--- src/rtl/prbs_pkg.sv ---
// rtl/prbs_pkg.sv - shared LFSR definitions for the PRBS generator/checker pair
// Provides the checker state type, LFSR width/reset constants and the
// single-step LFSR recurrence used by both the generator and the checker.
package prbs_pkg;

   typedef enum logic [1:0] {
      HUNT   = 2'd0,
      VERIFY = 2'd1,
      LOCKED = 2'd2
   } chk_state_t;

   localparam int              LFSR_W     = 32;
   localparam logic [LFSR_W-1:0] LFSR_RESET = '1;

   // One step of the mask stream: shift left, feed back bit31 ^ bit30.
   function automatic logic [LFSR_W-1:0] lfsr_next(input logic [LFSR_W-1:0] cur);
      return {cur[LFSR_W-2:0], cur[LFSR_W-1] ^ cur[LFSR_W-2]};
   endfunction

endpackage

--- src/rtl/popcount32.sv ---
// rtl/popcount32.sv - combinational population count of a 32-bit word
// Only compiled when PRBS_BIT_ERR_CNT_EN is defined (its sole user is the
// bit error counter of prbs_checker_00).
// Ports:
//   data  in  32  word to count
//   cnt   out 6   number of set bits in data (0..32)
`ifdef PRBS_BIT_ERR_CNT_EN
module popcount32 (
   input  logic [31:0] data,
   output logic [5:0]  cnt
);

   always_comb begin
      cnt = '0;
      for (int i = 0; i < 32; i++) begin
         cnt = cnt + 6'(data[i]);
      end
   end

endmodule
`endif

--- src/rtl/prbs_checker_00.sv ---
// rtl/prbs_checker_00.sv - self-synchronising checker for the 32-bit LFSR mask stream
// Seeds from the first nonzero word, confirms LOCK_MATCHES predicted words,
// then flywheels the local LFSR and counts word/bit errors while locked.
// Optional feature: PRBS_BIT_ERR_CNT_EN enables the bit error counter
// (otherwise bit_err_cnt is tied to 0).
// Ports:
//   clk, rst      clock, synchronous active-high reset
//   data_valid    data_in valid this cycle
//   data_in       received LFSR word
//   clr_cnt       synchronous clear of the statistics counters
//   locked        checker locked to the sequence
//   err_pulse     1-cycle pulse on a mismatch while locked
//   lock_lost     1-cycle pulse when lock drops
//   word_cnt      words checked while locked (saturating)
//   word_err_cnt  mismatched words while locked (saturating)
//   bit_err_cnt   mismatched bits while locked (saturating)
module prbs_checker_00
   import prbs_pkg::*;
#(
   parameter int LOCK_MATCHES = 4,
   parameter int LOSS_MISSES  = 3,
   parameter int CNT_W        = 32
) (
   input  logic              clk,
   input  logic              rst,
   input  logic              data_valid,
   input  logic [LFSR_W-1:0] data_in,
   input  logic              clr_cnt,
   output logic              locked,
   output logic              err_pulse,
   output logic              lock_lost,
   output logic [CNT_W-1:0]  word_cnt,
   output logic [CNT_W-1:0]  word_err_cnt,
   output logic [CNT_W-1:0]  bit_err_cnt
);

   localparam int MW = $clog2(LOCK_MATCHES + 1);
   localparam int LW = $clog2(LOSS_MISSES + 1);
   localparam logic [CNT_W-1:0] CNT_MAX = '1;

   chk_state_t        state, state_n;
   logic [LFSR_W-1:0] expected, exp_n;
   logic [MW-1:0]     match_cnt, match_n;
   logic [LW-1:0]     miss_cnt, miss_n;
   logic              hit;
   logic              err_d, lost_d, word_inc;

   assign hit = (data_in == expected);

   // state register
   always_ff @(posedge clk) begin
      if (rst) begin
         state     <= HUNT;
         expected  <= LFSR_RESET;
         match_cnt <= '0;
         miss_cnt  <= '0;
      end else begin
         state     <= state_n;
         expected  <= exp_n;
         match_cnt <= match_n;
         miss_cnt  <= miss_n;
      end
   end

   // next-state logic; nothing moves on idle cycles
   always_comb begin
      state_n = state;
      exp_n   = expected;
      match_n = match_cnt;
      miss_n  = miss_cnt;
      if (data_valid) begin
         case (state)
            HUNT: begin
               // the all-zero word is the LFSR lockup state and can never seed
               if (data_in != '0) begin
                  exp_n   = lfsr_next(data_in);
                  match_n = '0;
                  state_n = VERIFY;
               end
            end
            VERIFY: begin
               if (hit) begin
                  exp_n = lfsr_next(expected);
                  if (match_cnt == MW'(LOCK_MATCHES - 1)) begin
                     state_n = LOCKED;
                     match_n = '0;
                     miss_n  = '0;
                  end else begin
                     match_n = match_cnt + 1'b1;
                  end
               end else if (data_in != '0) begin
                  exp_n   = lfsr_next(data_in);
                  match_n = '0;
               end else begin
                  match_n = '0;
                  state_n = HUNT;
               end
            end
            LOCKED: begin
               // flywheel: keep predicting even across errors
               exp_n = lfsr_next(expected);
               if (hit) begin
                  miss_n = '0;
               end else if (miss_cnt == LW'(LOSS_MISSES - 1)) begin
                  miss_n  = '0;
                  state_n = HUNT;
               end else begin
                  miss_n = miss_cnt + 1'b1;
               end
            end
            default: state_n = HUNT;
         endcase
      end
   end

   // output decode (registered below)
   always_comb begin
      word_inc = data_valid && (state == LOCKED);
      err_d    = word_inc && !hit;
      lost_d   = err_d && (miss_cnt == LW'(LOSS_MISSES - 1));
   end

   assign locked = (state == LOCKED);

   always_ff @(posedge clk) begin
      if (rst) begin
         err_pulse <= 1'b0;
         lock_lost <= 1'b0;
      end else begin
         err_pulse <= err_d;
         lock_lost <= lost_d;
      end
   end

   // clr_cnt wins over a same-cycle increment
   always_ff @(posedge clk) begin
      if (rst || clr_cnt) begin
         word_cnt     <= '0;
         word_err_cnt <= '0;
      end else begin
         if (word_inc && word_cnt != CNT_MAX)
            word_cnt <= word_cnt + 1'b1;
         if (err_d && word_err_cnt != CNT_MAX)
            word_err_cnt <= word_err_cnt + 1'b1;
      end
   end

`ifdef PRBS_BIT_ERR_CNT_EN
   // sum is wide enough for both the counter and a full 32-bit popcount
   localparam int SW = ((CNT_W > 6) ? CNT_W : 6) + 1;
   logic [5:0]    pop;
   logic [SW-1:0] bit_sum;

   popcount32 u_popcount (
      .data (data_in ^ expected),
      .cnt  (pop)
   );

   assign bit_sum = SW'(bit_err_cnt) + SW'(pop);

   always_ff @(posedge clk) begin
      if (rst || clr_cnt)
         bit_err_cnt <= '0;
      else if (err_d)
         bit_err_cnt <= (bit_sum > SW'(CNT_MAX)) ? CNT_MAX : bit_sum[CNT_W-1:0];
   end
`else
   assign bit_err_cnt = '0;
`endif

endmodule

--- config.mk ---
export PLATFORM = sky130hd
export DESIGN_NAME = prbs_checker_00
export DESIGN_NICKNAME = d
export VERILOG_FILES = /design/src/rtl/prbs_pkg.sv /design/src/rtl/popcount32.sv /design/src/rtl/prbs_checker_00.sv
export SDC_FILE = /design/constraint.sdc
export NUM_CORES = 1
export LEC_CHECK = 0
export ABC_AREA = 1
export CAP_MARGIN = 5
export CORE_ASPECT_RATIO = 0.9
export CORE_MARGIN = 3
export CORE_UTILIZATION = 30
export DETAILED_ROUTE_END_ITERATION = 8
export GPL_TIMING_DRIVEN = 1
export PLACE_DENSITY_LB_ADDON = 0.15
export SLEW_MARGIN = 20
export SYNTH_ARGS = -nofsm -noshare
export SYNTH_HDL_FRONTEND = slang
export SYNTH_SLANG_ARGS = --single-unit
--- constraint.sdc ---
create_clock -name clk -period 4.6 [get_ports clk]
set_input_delay 1.15 -clock clk [delete_from_list [all_inputs] [get_ports clk]]
set_output_delay 1.15 -clock clk [all_outputs]
set_load 0.05 [all_outputs]
### Word level (Yosys, flattened, before mapping)

Index checks and enable logic that the tools add are counted.

| operators by class | value |
|---|---|
| add/sub/neg operators | 4 |
| eq/ne operators | 14 |
| mux-type cells | 19 |
| bitwise gates (word level) | 2 |
| reduce and logical (&&, ||, !) cells | 16 |

Operator list:

| operator | number |
|---|---|
| $pmux 32 s3 | 1 |
| $add 32x1->32 const B | 2 |
| $mux 32 | 2 |
| $ne 32x32->1 const B | 2 |
| $eq 32x32->1 | 1 |
| $reduce_bool 32->1 | 1 |
| $mux 2 | 10 |
| $mux 3 | 3 |
| $ne 2x2->1 const B | 4 |
| $ne 3x3->1 const B | 2 |
| $pmux 2 s3 | 1 |
| $pmux 3 s2 | 1 |
| $reduce_and 6->1 | 1 |
| $logic_and 1x1->1 | 5 |
| $eq 2x2->1 const B | 2 |
| $pmux 2 s2 | 1 |
| $reduce_and 4->1 | 1 |
| $reduce_bool 2->1 | 2 |
| $add 3x1->3 const B | 1 |
| $eq 3x2->1 const B | 1 |
| $reduce_and 3->1 | 1 |
| $reduce_bool 3->1 | 1 |
| $add 2x1->2 const B | 1 |
| $eq 2x1->1 const B | 1 |
| 6 further kinds | 7 |

| storage, ports and cells | value |
|---|---|
| register bits after elaboration | 105 |
| input bits | 36 |
| output and inout port bits | 99 |
| logic and storage cells | 63 |

### Logic depth before layout (Yosys ltp)

Gate-level depths: netlist of the first run.

| depth | value |
|---|---|
| depth in word-level cells | 4 |
| depth in mapped cells | 15 |
| depth with buffers taken out | 14 |

### Least setup slack after synthesis of the first run

Ideal clock, no wire load.

| timing path | value |
|---|---|
| path type | in2reg |
| start point | input data_in[30] |
| end point | register expected[12] |
| library setup time | 0.134 ns |
| data arrival time | 2.344 ns |
| data required time | 4.466 ns |
| setup slack | 2.122 ns |
| stages on the path | 14 |
| path buffers | 1 |
| cells stage by stage | inv_1 -> ha_1 -> nand3_1 -> nor2_1 -> nand2_1 -> nor2_2 -> buf_2 -> nand2_1 -> nand3_1 -> nand2_1 -> nand2_1 -> nand2_1 -> nand2_1 -> nand3_1 |

| on the way | value |
|---|---|
| cells in the longest elaborated chain, start to end | 4 |
| elaborated cells on any way between the ends | 5 |
| those cells by class | eq/ne: 1; mux: 3; reduce/logical: 1 |

Ends and longest elaborated chain:

| element | RTL line | RTL |
|---|---|---|
| start, declared | prbs_checker_00.sv:27 | `input logic [LFSR_W-1:0] data_in,` |
| $reduce_bool 32->1 | prbs_checker_00.sv:75, prbs_checker_00.sv:91 |  |
| $mux 32 | -- |  |
| $mux 32 | prbs_checker_00.sv:82 | `if (hit) begin` |
| $pmux 32 s3 * | prbs_checker_00.sv:72 | `case (state)` |
| end signal, assigned | prbs_checker_00.sv:59 | `expected <= exp_n;` |
| end, declared | prbs_checker_00.sv:42 | `logic [LFSR_W-1:0] expected, exp_n;` |

Mark *: on every way between the ends. The rest lies on a longest branch, timed or not.
A chain may end at the register's enable or synchronous reset.

### Worst setup path after layout of the first run

| timing path | value |
|---|---|
| start point | input data_in[12] |
| end point | register word_err_cnt[24] |

| on the way | value |
|---|---|
| cells in the longest elaborated chain, start to end | 4 |

Ends and longest elaborated chain:

| element | RTL line | RTL |
|---|---|---|
| $eq 32x32->1 | prbs_checker_00.sv:48 | `assign hit = (data_in == expected);` |
| $logic_not 1->1 | prbs_checker_00.sv:119 | `err_d = word_inc && !hit;` |
| $logic_and 1x1->1 | prbs_checker_00.sv:119 |  |
| $logic_and 1x1->1 | prbs_checker_00.sv:143 | `if (err_d && word_err_cnt != CNT_MAX)` |
| end signal, assigned | prbs_checker_00.sv:144 | `word_err_cnt <= word_err_cnt + 1'b1;` |
| end, declared | prbs_checker_00.sv:33 | `output logic [CNT_W-1:0] word_err_cnt,` |

Every way passes these cells.

==> results, run 1 <==
- The run finished with clean final reports.
- The total length of routed wires is 22560 um.
- The largest fanout on the critical path is 33.
- The count of cells in the finished layout, fillers not included, comes to 1689.
- After clock tree synthesis, the setup repair step added 0 buffers.
- The detail route stage leaves a number of antenna-violating nets equal to 0.
- The routing usage on met2 is 0.2657.
- Clock latency on the worst-skew pair, taken at its later pin, is 0.36 ns.
- Of the total power, the share spent switching nets is 0.3487.
- After detailed routing, the number of remaining DRC violations is 0.
- The cell count after synthesis came out at 1273.
- In the global route stage, overall resource usage came out at 0.1690.
- The number of DRC violations after detailed-routing iteration 0 is 462.
- The number of buffers and inverters on the critical path is 2.
- The data required time of the worst path is 4.89 ns.
- The area enclosed by the die boundary is 26840 um2.
- For met1 alone, demand over resource in global routing was 0.2468.
- The completed layout was analyzed and its total power is 2.391 mW.
- The die extent in y is 155.7 um.
- The wire length of the first global-routing pass is 36830 um.
- The post-synthesis mux area share is 0.
- The clock transition at the registers of the reported paths is 0.08 ns.
- In this run the worst hold path is classified as flop to flop.
- The multi-input gate area in the final layout is 4557 um2.
- The share of the Yosys chip area taken by registers is 0.2813.
- The total clock buffers created by CTS is 9.
- The design internal power is 1.557 mW.
- The library cell occupying the most area in the post-synthesis netlist is sky130_fd_sc_hd__dfxtp_1.
- After synthesis, the mean cell area works out to 5.870 um2.
- The post-synthesis share of cell area spent on and, or, nand and nor gates is 0.4565.
- Setup violations remaining at the end of the flow were counted as 0.
- TritonCTS built the clock tree.
- The detailed-router iteration count before antenna repair is 4.
- Walking the worst path, the cells encountered are clkdlybuf4s50_1, xnor2_1, nand2_1, nor2_1, nand2_1, nor2_1, nand2_2, nand2_1, inv_2, nand2_4, nand2_1, a21oi_1.
- The largest stage delay on the critical path is 0.49 ns.
- The critical path is of the input pin to flop type.
- The core region is 24390 um2.
- The endpoint arrival time on the critical path is 3.63 ns.
- The number of global-route vias before repair is 7071.
- The count of cells resized by post-cts repair is 0.
- The netlist area before placement is 7472 um2.
- Port buffering added 102 buffers.
- Of the total synthesized cell area, the portion taken by full adders, half adders and majority gates is 0.01340.
- The floorplan has 54 rows.
- The half-perimeter wire length of the detailed placement result is 15910 um.
- The part of the cycle the worst path needs is 0.7260.
- The antenna diode count is 0.
- The timing-limited maximum frequency is 0.2994 GHz.
- The largest net degree at the start of global routing is 37.
- The slowest stage cell on the critical path is sky130_fd_sc_hd__clkdlybuf4s50_1.
- The post-route cell area is 8957 um2.
- The H-tree depth is 3.
- Dividing total power by cell area gives a power density of 266.9 nW/um2.
- The count of hold buffers inserted by post-cts repair is 0.
- The number of warnings reported in the yosys synthesis log is 0.
- The number of antenna violations at the first check in global routing is 0.
- Of the total power, combinational logic draws 0.233.
- After synthesis, the cell types taking the most area are sky130_fd_sc_hd__dfxtp_1, sky130_fd_sc_hd__nand2_1, sky130_fd_sc_hd__nand3_1.
- The shortest period the worst path allows is 3.340 ns.
- The total negative slack for setup checks is 0 ns.
- The parity-gate share of the synthesized area counting xor and xnor cells is 0.06681.
- The root cell of the clock tree is sky130_fd_sc_hd__clkbuf_16.
- Setup repair after global routing left no endpoint under its margin.
- The routability congestion estimate from global placement is 0.8521.
- The kind of cell adding the most delay to the critical path is simple AND/OR/NAND/NOR gates.
- The overall die width is 172.4 um.
- The category of the worst setup path capture point is a flop.
- For this run the aggregate overflow at the end of global routing stands at 0.
- The largest voltage drop on the vdd net is 0.1586 mV.
- In the post-synthesis netlist, the cell with the most instances is sky130_fd_sc_hd__nand2_1.
- The area of placed instances is 8648 um2.
- Sorting the synthesized cells by how often they occur yields sky130_fd_sc_hd__nand2_1, sky130_fd_sc_hd__nand3_1, sky130_fd_sc_hd__inv_1, sky130_fd_sc_hd__nor2_1, sky130_fd_sc_hd__dfxtp_1.
- In the final layout, the share of cells above drive strength 1 is 0.03474.
- The met3 capacity usage during global routing is 0.02432.
- The number of hold violations in the final report is 0.
- The most instantiated flip-flop cell in the synthesis netlist is sky130_fd_sc_hd__dfxtp_1.
- The cell seen most often among critical-path stages is sky130_fd_sc_hd__nand2_1.
- The sequential power share is 0.414.
- The reported max-cap violation count is 0.
- In this run, placement finished with an instance count of 1673.
- Of the total power, the clock network draws 0.354.
- The final route contains 7592 vias.
- In this run the power spent charging and discharging nets is 833.6 uW.
- Relative to the synthesized area, the layout overhead comes to 19.88%.
- The final max-slew violation count came to 0.
- The number of synthesized flops with an enable pin is 0.
- In the routed layout, each cell is associated on average with a via count of 4.495.
- 135 I/O pins were placed.
- Along the worst hold path, the cell count comes to 2.
- The most used routing layer is met2.
- The post-synthesis cell type count is 35.
- Counting cells, the worst reg-to-reg path comes to 8.
- The number of synthesized register bits is 105.
- The post-route clock skew is 0.01211 ns.
- Across the whole layout, storage elements account for 2102 um2.
- The share of synthesized flip-flops with an asynchronous set or reset is 0.
- In the final routed layout, each cell accounts on average for 13.36 um.
- The transition at the pin with the smallest max-transition slack is 1.028 ns.
- The number of fillers in the final layout is 2695.
- The clock sink count is 105.
- The initial core utilization is 0.3064.
- On the final layout, the worst hold slack is 0.4469 ns.
- The startpoint kind of the worst setup timing path is an input pin.
- The final layout net count is 1392.
- The post-synthesis compound-gate area fraction was 0.05676.
- The static leakage is 3.837 nW.
- After synthesis, the largest family of logic cells by area is simple AND/OR/NAND/NOR gates.
- The deepest clock path buffer count is 2.
- The instance count on the critical path is 12.
- The headroom to the max-slew limit is 0.3102.
- Of the post-synthesis cell area, the dominant cell type holds 0.2813.
worst min-delay path, stage by stage (launching register included):
cell                      delay (ns)
sky130_fd_sc_hd__dfxtp_1        0.32
sky130_fd_sc_hd__nand2_1        0.06
sky130_fd_sc_hd__a21oi_1        0.03
area by class of cell:
type,instances,area share
clock buffer,9,0.02514
multi-input combinational,994,0.5087
tap,336,0.04693
sequential,105,0.2347
inverter,126,0.05280
clock inverter,7,0.009359
timing repair buffer,112,0.1224
flip-flops by register name, indices dropped and copies added (netlist names):
register and cells:
word_err_cnt 32, miss_cnt 2, match_cnt 3, lock_lost 1
state 2, expected 32, err_pulse 1, word_cnt 32
logic make-up after synthesis:
kind of cell / Yosys count
flops: 105
simple gates: 814
compound gates: 83
buf+inv: 205
fa+ha+maj: 8
xor+xnor: 57
other cells: 1
metrics by stage:
stage	setup WS (ns)	util
finish	1.260	0.3672
global route	0.9862	0.3672
CTS	1.305	0.3672
detailed placement	0.9372	0.3546
global placement	0.8470	0.3546
floorplan	2.122	-
path summary, 6_finish.rpt:
| kind | startpoint | end | slack [ns] |
|---|---|---|---|
| hold reg to reg | match_cnt[2]$_SDFFE_PP0P_ | match_cnt[2]$_SDFFE_PP0P_ | 0.45 |
| setup / recovery | data_in[12] | word_err_cnt[24]$_SDFFE_PP0P_ | 1.26 |
| hold / removal | match_cnt[2]$_SDFFE_PP0P_ | match_cnt[2]$_SDFFE_PP0P_ | 0.45 |
| setup reg to reg | state[0]$_SDFFE_PP0P_ | expected[16]$_SDFFE_PP1P_ | 1.80 |
routing by layer:
| layer | vias to the layer above | wire [um] |
|---|---|---|
| met5 | - | 0 |
| met4 | 0 | 209 |
| met3 | 15 | 810 |
| met2 | 134 | 9726 |
| met1 | 3369 | 11820 |
| li1 | 4074 | - |
cells in the final DEF, fill, tap and decap left out, types with 2 or more instances in the layout:
cell                              synthesis  layout
sky130_fd_sc_hd__nor2_1                 117     116
sky130_fd_sc_hd__inv_6                    0       3
sky130_fd_sc_hd__a31oi_1                  3       3
sky130_fd_sc_hd__nand2_2                  4       4
sky130_fd_sc_hd__nand4_1                 11      11
sky130_fd_sc_hd__conb_1                   1      32
sky130_fd_sc_hd__buf_4                   34      10
sky130_fd_sc_hd__and3_1                   2       2
sky130_fd_sc_hd__ha_1                     8       8
sky130_fd_sc_hd__nor2_2                   4       5
sky130_fd_sc_hd__clkbuf_16                0       9
sky130_fd_sc_hd__dfxtp_1                105     105
sky130_fd_sc_hd__nand2_1                485     485
sky130_fd_sc_hd__clkinv_1                 2       3
sky130_fd_sc_hd__xnor2_1                 26      26
sky130_fd_sc_hd__nor4_1                   2       2
sky130_fd_sc_hd__xor2_1                  31      31
sky130_fd_sc_hd__nor3_2                   4       4
sky130_fd_sc_hd__inv_1                  120     119
sky130_fd_sc_hd__o21ai_0                 18      18
sky130_fd_sc_hd__clkdlybuf4s50_1          0     102
sky130_fd_sc_hd__a21oi_1                 60      60
sky130_fd_sc_hd__nor3_1                  35      35
sky130_fd_sc_hd__nand3_1                143     143
sky130_fd_sc_hd__inv_2                    4       4
power by group through the flow:
stage | Clock (mW) | Combinational [mW] | Sequential [mW]
6_report | 0.846 | 0.556 | 0.989
5_1_grt | 0.905 | 0.634 | 0.997
4_1_cts | 0.881 | 0.559 | 0.989
3_5_place_dp | 0 | 0.556 | 1.01
3_3_place_gp | 0 | 0.557 | 1.01
2_1_floorplan | 0 | 0.433 | 1.00
No activity file was read; power rests on OpenSTA's default activity.
==> inputs of run 2 (changes only) <==
- clock period: 4.6 -> 3.1 ns (I/O delays scaled with it)
==> results, run 2 (synthesis results as in run 1) <==
- After clock tree synthesis, the clock-pin slew on the worst setup and hold paths is 0.08 ns.
- In this run the tightest slew margin relative to its limit is 0.4440.
- Across every metal layer, demand over resource in global routing totals 0.1720.
- The launch point of the worst path is data_in[13].
- The flow ran to the end, and the final reports show no timing, DRC or antenna violations.
- The total length of routed wires is 22980 um.
- Setup violations remaining at the end of the flow were counted as 0.
- The switching power is 1.238 mW.
- The worst hold path belongs to the class flop to flop.
- The half-perimeter wire length of the detailed placement result is 16210 um.
- The reported max-cap violation count is 0.
- Setup repair after global routing left no endpoint under its margin.
- For this design the static power due to leakage is 3.898 nW.
- The worst hold path begins at match_cnt[2]$_SDFFE_PP0P_.
- Global routing finished with a remaining overflow of 0.
- The antenna diode count is 0.
- Pin placement for this block handled 135 I/O pins.
- The non-filler instance count after layout is 1700.
- The total negative slack for setup checks is 0 ns.
- For this run, the detailed router's first-pass iteration total came to 4.
- The library cell used most frequently in the layout, excluding fill and tap cells, is sky130_fd_sc_hd__nand2_1.
- The number of cells after detailed placement is 1684.
- The category of the worst setup path capture point is a flop.
- The area enclosed by the die boundary is 26840 um2.
- The post-layout total power is 3.589 mW.
- The logic depth of the worst register-to-register path is 9.
- The total clock buffers created by CTS is 9.
- Of all nets on the critical path, the largest fanout is 32.
- The average routed wire per standard cell is 13.52 um.
- The library cells used most frequently in the layout, excluding fill and tap cells, are sky130_fd_sc_hd__nand2_1, sky130_fd_sc_hd__nand3_1, sky130_fd_sc_hd__inv_1.
- The worst register-to-register path has a setup slack of 0.88 ns.
- Using the TritonRoute via totals, the vias-per-cell ratio works out to 4.556.
- The post-route clock skew is 0.01450 ns.
- Across all layers, the routed design uses 7746 vias.
- The number of post-CTS setup repair buffers is 0.
- In this run, the number of DRC markers left after iteration 0 of detailed routing was 489.
- Power spread over the standard cell area amounts to 395.8 nW/um2.
- Post-CTS repair changed the size of 0 cells.
- The floorplan core area is 24390 um2.
- The worst hold path passes through 2 cells.
- Internal power comes to 2.351 mW.
- The share of total power dissipated in sequential elements is 0.409.
- The share of total power dissipated in the clock network is 0.352.
- The die is 155.7 um tall.
- The largest voltage drop on the vdd net is 0.2456 mV.
- The number of antenna violations at the first check in global routing came to 0.
- The worst path needs 2.626 ns of the cycle, external delays included.
- The endpoint arrival time on the critical path is 2.91 ns.
- The startpoint kind of the worst setup timing path is an input pin.
- For this design, the sink count on the clock tree is 105.
- After floorplanning, the core was divided into 54 placement rows.
- The clock latency on the worst-skew pair is 0.37 ns.
- No sink is reached through more buffers than the 2 on the longest clock path.
- For the worst setup path, the data required time is 3.39 ns.
- The first global-routing pass estimated 37400 um of wire.
- Entering global routing, the biggest net connects 44 pins.
- The final max-slew violation count came to 0.
- The H-tree depth is 3.
- The signed area change from the synthesized netlist to the final layout is 21.35%.
- The count of hold buffers inserted by post-cts repair is 0.
- The root buffer cell chosen for the clock tree is sky130_fd_sc_hd__clkbuf_16.
- The transition at the pin with the smallest max-transition slack is 0.8289 ns.
- Of the total power, the share spent switching nets is 0.3451.
- The part of the cycle the worst path needs is 0.8470.
- The worst register-to-register path ends at word_err_cnt[20]$_SDFFE_PP0P_.
- The initial utilization of the core area, before any placement, comes to 0.3064.
- Derived from the worst setup path, the maximum achievable clock frequency is 0.3809 GHz.
- The count of nets left with antenna violations once routing finished came out at 0.
- For hold timing, the worst endpoint is match_cnt[2]$_SDFFE_PP0P_.
- TritonCTS built the clock tree.
- The launch point of the worst reg-to-reg path is word_err_cnt[0]$_SDFFE_PP0P_.
- The largest registers in the layout are expected: 32 flops, word_cnt: 32 flops, word_err_cnt: 32 flops.
- The final layout net count is 1403.
- The routability congestion estimate from global placement is 0.8469.
- Port buffering added 102 buffers.
- After detailed routing, the number of remaining DRC violations is 0.
- The share of total power dissipated in combinational logic is 0.239.
- The number of hold violations in the final report was 0.
- The fraction of final layout cells sized beyond drive strength 1 is 0.04326.
- The number of global-route vias before repair is 7051.
- The critical path in this run is classified as input pin to flop.
- The overall die width is 172.4 um.
==> run 2: cell count changes in the layout (fill, tap and decap cells not counted), moves of 2 or more <==
cell / delta
sky130_fd_sc_hd__buf_12: +2
sky130_fd_sc_hd__clkinvlp_4: +2
sky130_fd_sc_hd__buf_4: +10
sky130_fd_sc_hd__inv_6: -3
==> run 2: area by class of cell <==
class                           count  area, um2
Clock buffer                       10      239.0
Clock inverter                      6      75.07
Fill cell                        2689      15320
Inverter                          126      473.0
Multi-Input combinational cell    994       4557
Sequential cell                   105       2102
Tap cell                          336      420.4
Timing Repair Buffer              123       1201
==> run 2: power groups by stage <==
stage               Clock [mW]  Combinational, mW  Sequential (mW)
floorplan                    0              0.643             1.49
global placement             0              0.855             1.50
detailed placement           0              0.856             1.50
CTS                       1.32              0.858             1.47
global route              1.36              0.968             1.48
finish                    1.26              0.859             1.47
==> run 2: metrics by stage <==
| stage | instance area, um2 | util | hold slack (ns) | worst slack [ns] |
|---|---|---|---|---|
| final | 9067 | 0.3718 | 0.4479 | 0.4745 |
| after global routing | 9067 | 0.3718 | 0.4600 | 0.2302 |
| after CTS | 9067 | 0.3718 | 0.4468 | 0.4584 |
| after detailed placement | 8753 | 0.3589 | 0.4353 | 0.08198 |
| after global placement | 8753 | 0.3589 | 0.4323 | 0.07726 |
| after floorplan | 7589 | - | 0.4183 | 0.9973 |
==> run 2: worst max-delay path by stage <==
stage | end | slack [ns] | cells past startpoint
after CTS | word_err_cnt[28]$_SDFFE_PP0P_ | 0.46 | 12
after detailed placement | word_err_cnt[28]$_SDFFE_PP0P_ | 0.08 | 12
after floorplan | expected[12]$_SDFFE_PP1P_ | 1.0 | 14
after global placement | word_err_cnt[18]$_SDFFE_PP0P_ | 0.08 | 12
after global routing | word_err_cnt[14]$_SDFFE_PP0P_ | 0.23 | 12
final | word_err_cnt[20]$_SDFFE_PP0P_ | 0.47 | 12
==> run 2: metal layers <==
layer	up-vias	track usage	wire length, um
met1	3464	0.2526	11740
met2	168	0.2693	10070
met4	0	0.02319	134
li1	4103	-	-
met5	-	0	0
met3	11	0.03167	1041
==> run 2: critical path: stages <==
cell                              delay (ns)
sky130_fd_sc_hd__clkdlybuf4s50_1        0.49
sky130_fd_sc_hd__xnor2_1                0.27
sky130_fd_sc_hd__nand2_1                0.08
sky130_fd_sc_hd__nor2_1                 0.12
sky130_fd_sc_hd__nand2_1                0.05
sky130_fd_sc_hd__nor2_1                 0.15
sky130_fd_sc_hd__nand2_2                0.14
sky130_fd_sc_hd__nand2_1                0.21
sky130_fd_sc_hd__inv_2                  0.10
sky130_fd_sc_hd__nand2_4                0.29
sky130_fd_sc_hd__nand2_1                0.09
sky130_fd_sc_hd__a21oi_1                0.13
==> inputs of run 3 (changes only) <==
- clock period: 3.1 -> 2.4 ns (I/O delays scaled with it)
==> results, run 3 (synthesis results as in run 1) <==
- The flow ran to the end, and the final reports show no timing, DRC or antenna violations.
- The average via count per standard cell is 4.473.
- The tree is rooted in a sky130_fd_sc_hd__clkbuf_16.
- The wire length of the first global-routing pass is 38670 um.
- The count of cells resized by post-cts repair is 0.
- The signed area change from the synthesized netlist to the final layout is 28.75%.
- After global routing the overflow that remains totals 0.
- The share of total power dissipated in the clock network is 0.324.
- The number of global-route vias before repair is 7430.
- The residual DRC count is 0.
- Detailed placement finished with a half-perimeter wire length of 17010 um.
- From bottom edge to top edge, the die measures 155.7 um.
- The kind of cell adding the most delay to the critical path is buffers and inverters.
- Setup repair after global routing left no endpoint under its margin.
- The shortest period the worst path allows is 2.324 ns.
- The fraction of final layout cells sized beyond drive strength 1 is 0.09167.
- The worst min-delay path startpoint is match_cnt[2]$_SDFFE_PP0P_.
- The detailed-router iteration count before antenna repair is 5.
- The count of hold buffers inserted by post-cts repair is 0.
- Input and output buffers added on the ports amount to 102.
- The largest net degree at the start of global routing is 44.
- TritonCTS built the clock tree.
- The data required time of the worst path is 1.80 ns.
- The combinational group share of total power is 0.266.
- The sequential power share is 0.410.
- Counting both buffers and inverters, the worst setup path holds a total of 1.
- The switching power is 1.624 mW.
- The clock sink count is 105.
- The slowest stage cell on the critical path is sky130_fd_sc_hd__clkdlybuf4s50_1.
- The largest registers in the layout are expected: 32 flops, word_cnt: 32 flops, word_err_cnt: 32 flops.
- The post-route clock skew is 0.01355 ns.
- The routability congestion estimate from global placement is 0.8679.
- The number of hold violations in the final report is 0.
- Leaving out fill and tap cells, the most frequent cell in the layout is sky130_fd_sc_hd__nand2_1.
- At the end of the flow, the number of nets in the layout was 1468.
- The worst hold-check slack is 0.4595 ns.
- Dividing total power by cell area gives a power density of 481.9 nW/um2.
- The number of nets still failing antenna checks after routing is 0.
- The clock latency on the worst-skew pair is 0.36 ns.
- The design internal power is 3.011 mW.
- Overall power consumption after layout is estimated at 4.636 mW.
- The number of post-CTS setup repair buffers is 0.
- STA classifies the critical path endpoint as a primary output.
- The number of top-level pins is 135.
- The antenna diode count is 0.
- The static leakage is 4.252 nW.
- The floorplan step defined a die boundary enclosing 26840 um2.
- The total length of routed wires is 23170 um.
- Clock-pin slew was measured on the worst setup and hold paths at 0.08 ns.
- The H-tree depth is 3.
- The floorplan step set the die width to 172.4 um.
- Setup violations remaining at the end of the flow were counted as 0.
- The largest stage delay on the critical path is 0.87 ns.
- The floorplan has 54 rows.
- The part of the cycle the worst path needs is 0.9684.
- The total negative slack for setup checks is 0 ns.
- The largest fanout on the critical path is 7.
- The path class of the lowest-slack min-delay path is flop to flop.
- The switching part of the total is 0.3504.
- The largest voltage drop on the vdd net is 0.3431 mV.
- Across every metal layer, demand over resource in global routing totals 0.1758.
- For this configuration, the core starts out at a cell density of 0.3064.
- Including well taps, the total number of placed cells is 1749.
- The number of clock buffers added by TritonCTS is 9.
- Derived from the worst setup path, the maximum achievable clock frequency is 0.4303 GHz.
- The kind of critical path is flop to primary output.
- STA classifies the critical path startpoint as a flop.
- The tool flagged a number of max-cap violations equal to 0.
- The number of DRC violations after detailed-routing iteration 0 is 442.
- The most critical setup path has its startpoint at word_cnt[23]$_SDFFE_PP0P_.
- Leaving out fill and tap cells, the most frequent cells in the layout are sky130_fd_sc_hd__nand2_1, sky130_fd_sc_hd__nand3_1, sky130_fd_sc_hd__inv_1.
- Data on the critical path arrives at its endpoint at 1.72 ns.
- The total number of vias is 7895.
- Excluding fillers, the count of instances in the completed layout stands at 1765.
- The critical path goes through clkdlybuf4s50_1.
- The final max-slew violation count is 0.
- The startpoint identified for the worst register-to-register timing path is word_cnt[0]$_SDFFE_PP0P_.
- The floorplan core area is 24390 um2.
- The average routed wire per standard cell is 13.13 um.
- The number of antenna violations at the first check in global routing is 0.
- The transition at the pin with the smallest max-transition slack is 0.5337 ns.
- The headroom to the max-slew limit is 0.6431.
- The deepest clock path buffer count is 2.
[run 3: cell types whose count changed in the layout (fill, tap and decap cells not counted), sizes merged]
cell	before	now
clkinvlp	3	1
inv	126	127
bufinv	1	0
clkdlybuf4s50	101	100
clkinv	2	5
dlymetal6s2s	0	1
buf	22	87
clkbuf	10	9
[run 3: worst paths after layout]
check | end | slack [ns] | cells after the start
min reg2reg | match_cnt[2]$_SDFFE_PP0P_ | 0.46 | 2
max | word_cnt[23] | 0.08 | 1
max reg2reg | word_cnt[22]$_SDFFE_PP0P_ | 0.33 | 10
min | match_cnt[2]$_SDFFE_PP0P_ | 0.46 | 2
[run 3: layout make-up]
cell class | instances | area (um2)
clock buffer | 9 | 225.2
clock inverter | 7 | 61.31
fill | 2689 | 14770
inverter | 126 | 473.0
multi-input combinational | 994 | 4589
sequential | 105 | 2102
tap | 336 | 420.4
timing repair buffer | 188 | 1749
[run 3: through the flow]
step                  util  worst slack [ns]  instance area (um2)
global placement    0.3809           -0.2832                 9291
finish              0.3944           0.07584                 9620
CTS                 0.3927           0.04593                 9578
global route        0.3944          0.005864                 9620
floorplan                -            0.3079                 7589
detailed placement  0.3809           -0.2607                 9291
[run 3: worst register-to-register path, delay by kind of cell, from the launching register on]
kind | cells | cell delay [ns]
AND/OR/NAND/NOR | 9 | 1.39
adder cells (fa/ha/maj) | 1 | 0.19
flip-flops | 1 | 0.41
[run 3: metal layers]
| layer | vias up | share of wire | global-route usage | wire (um) |
|---|---|---|---|---|
| met5 | - | 0 | 0 | 0 |
| li1 | 4230 | - | - | - |
| met1 | 3444 | 0.51 | 0.2558 | 11770 |
| met4 | 0 | 0.0087 | 0.02927 | 202 |
| met3 | 17 | 0.052 | 0.02736 | 1194 |
| met2 | 204 | 0.43 | 0.2788 | 10010 |
[run 3: power groups by stage]
stage          registers [mW]  clock network (mW)  logic [mW]
3_5_place_dp             1.94                   0        1.23
2_1_floorplan            1.92                   0       0.830
5_1_grt                  1.91                1.63        1.40
6_report                 1.90                1.50        1.23
3_3_place_gp             1.94                   0        1.23
4_1_cts                  1.90                1.57        1.23
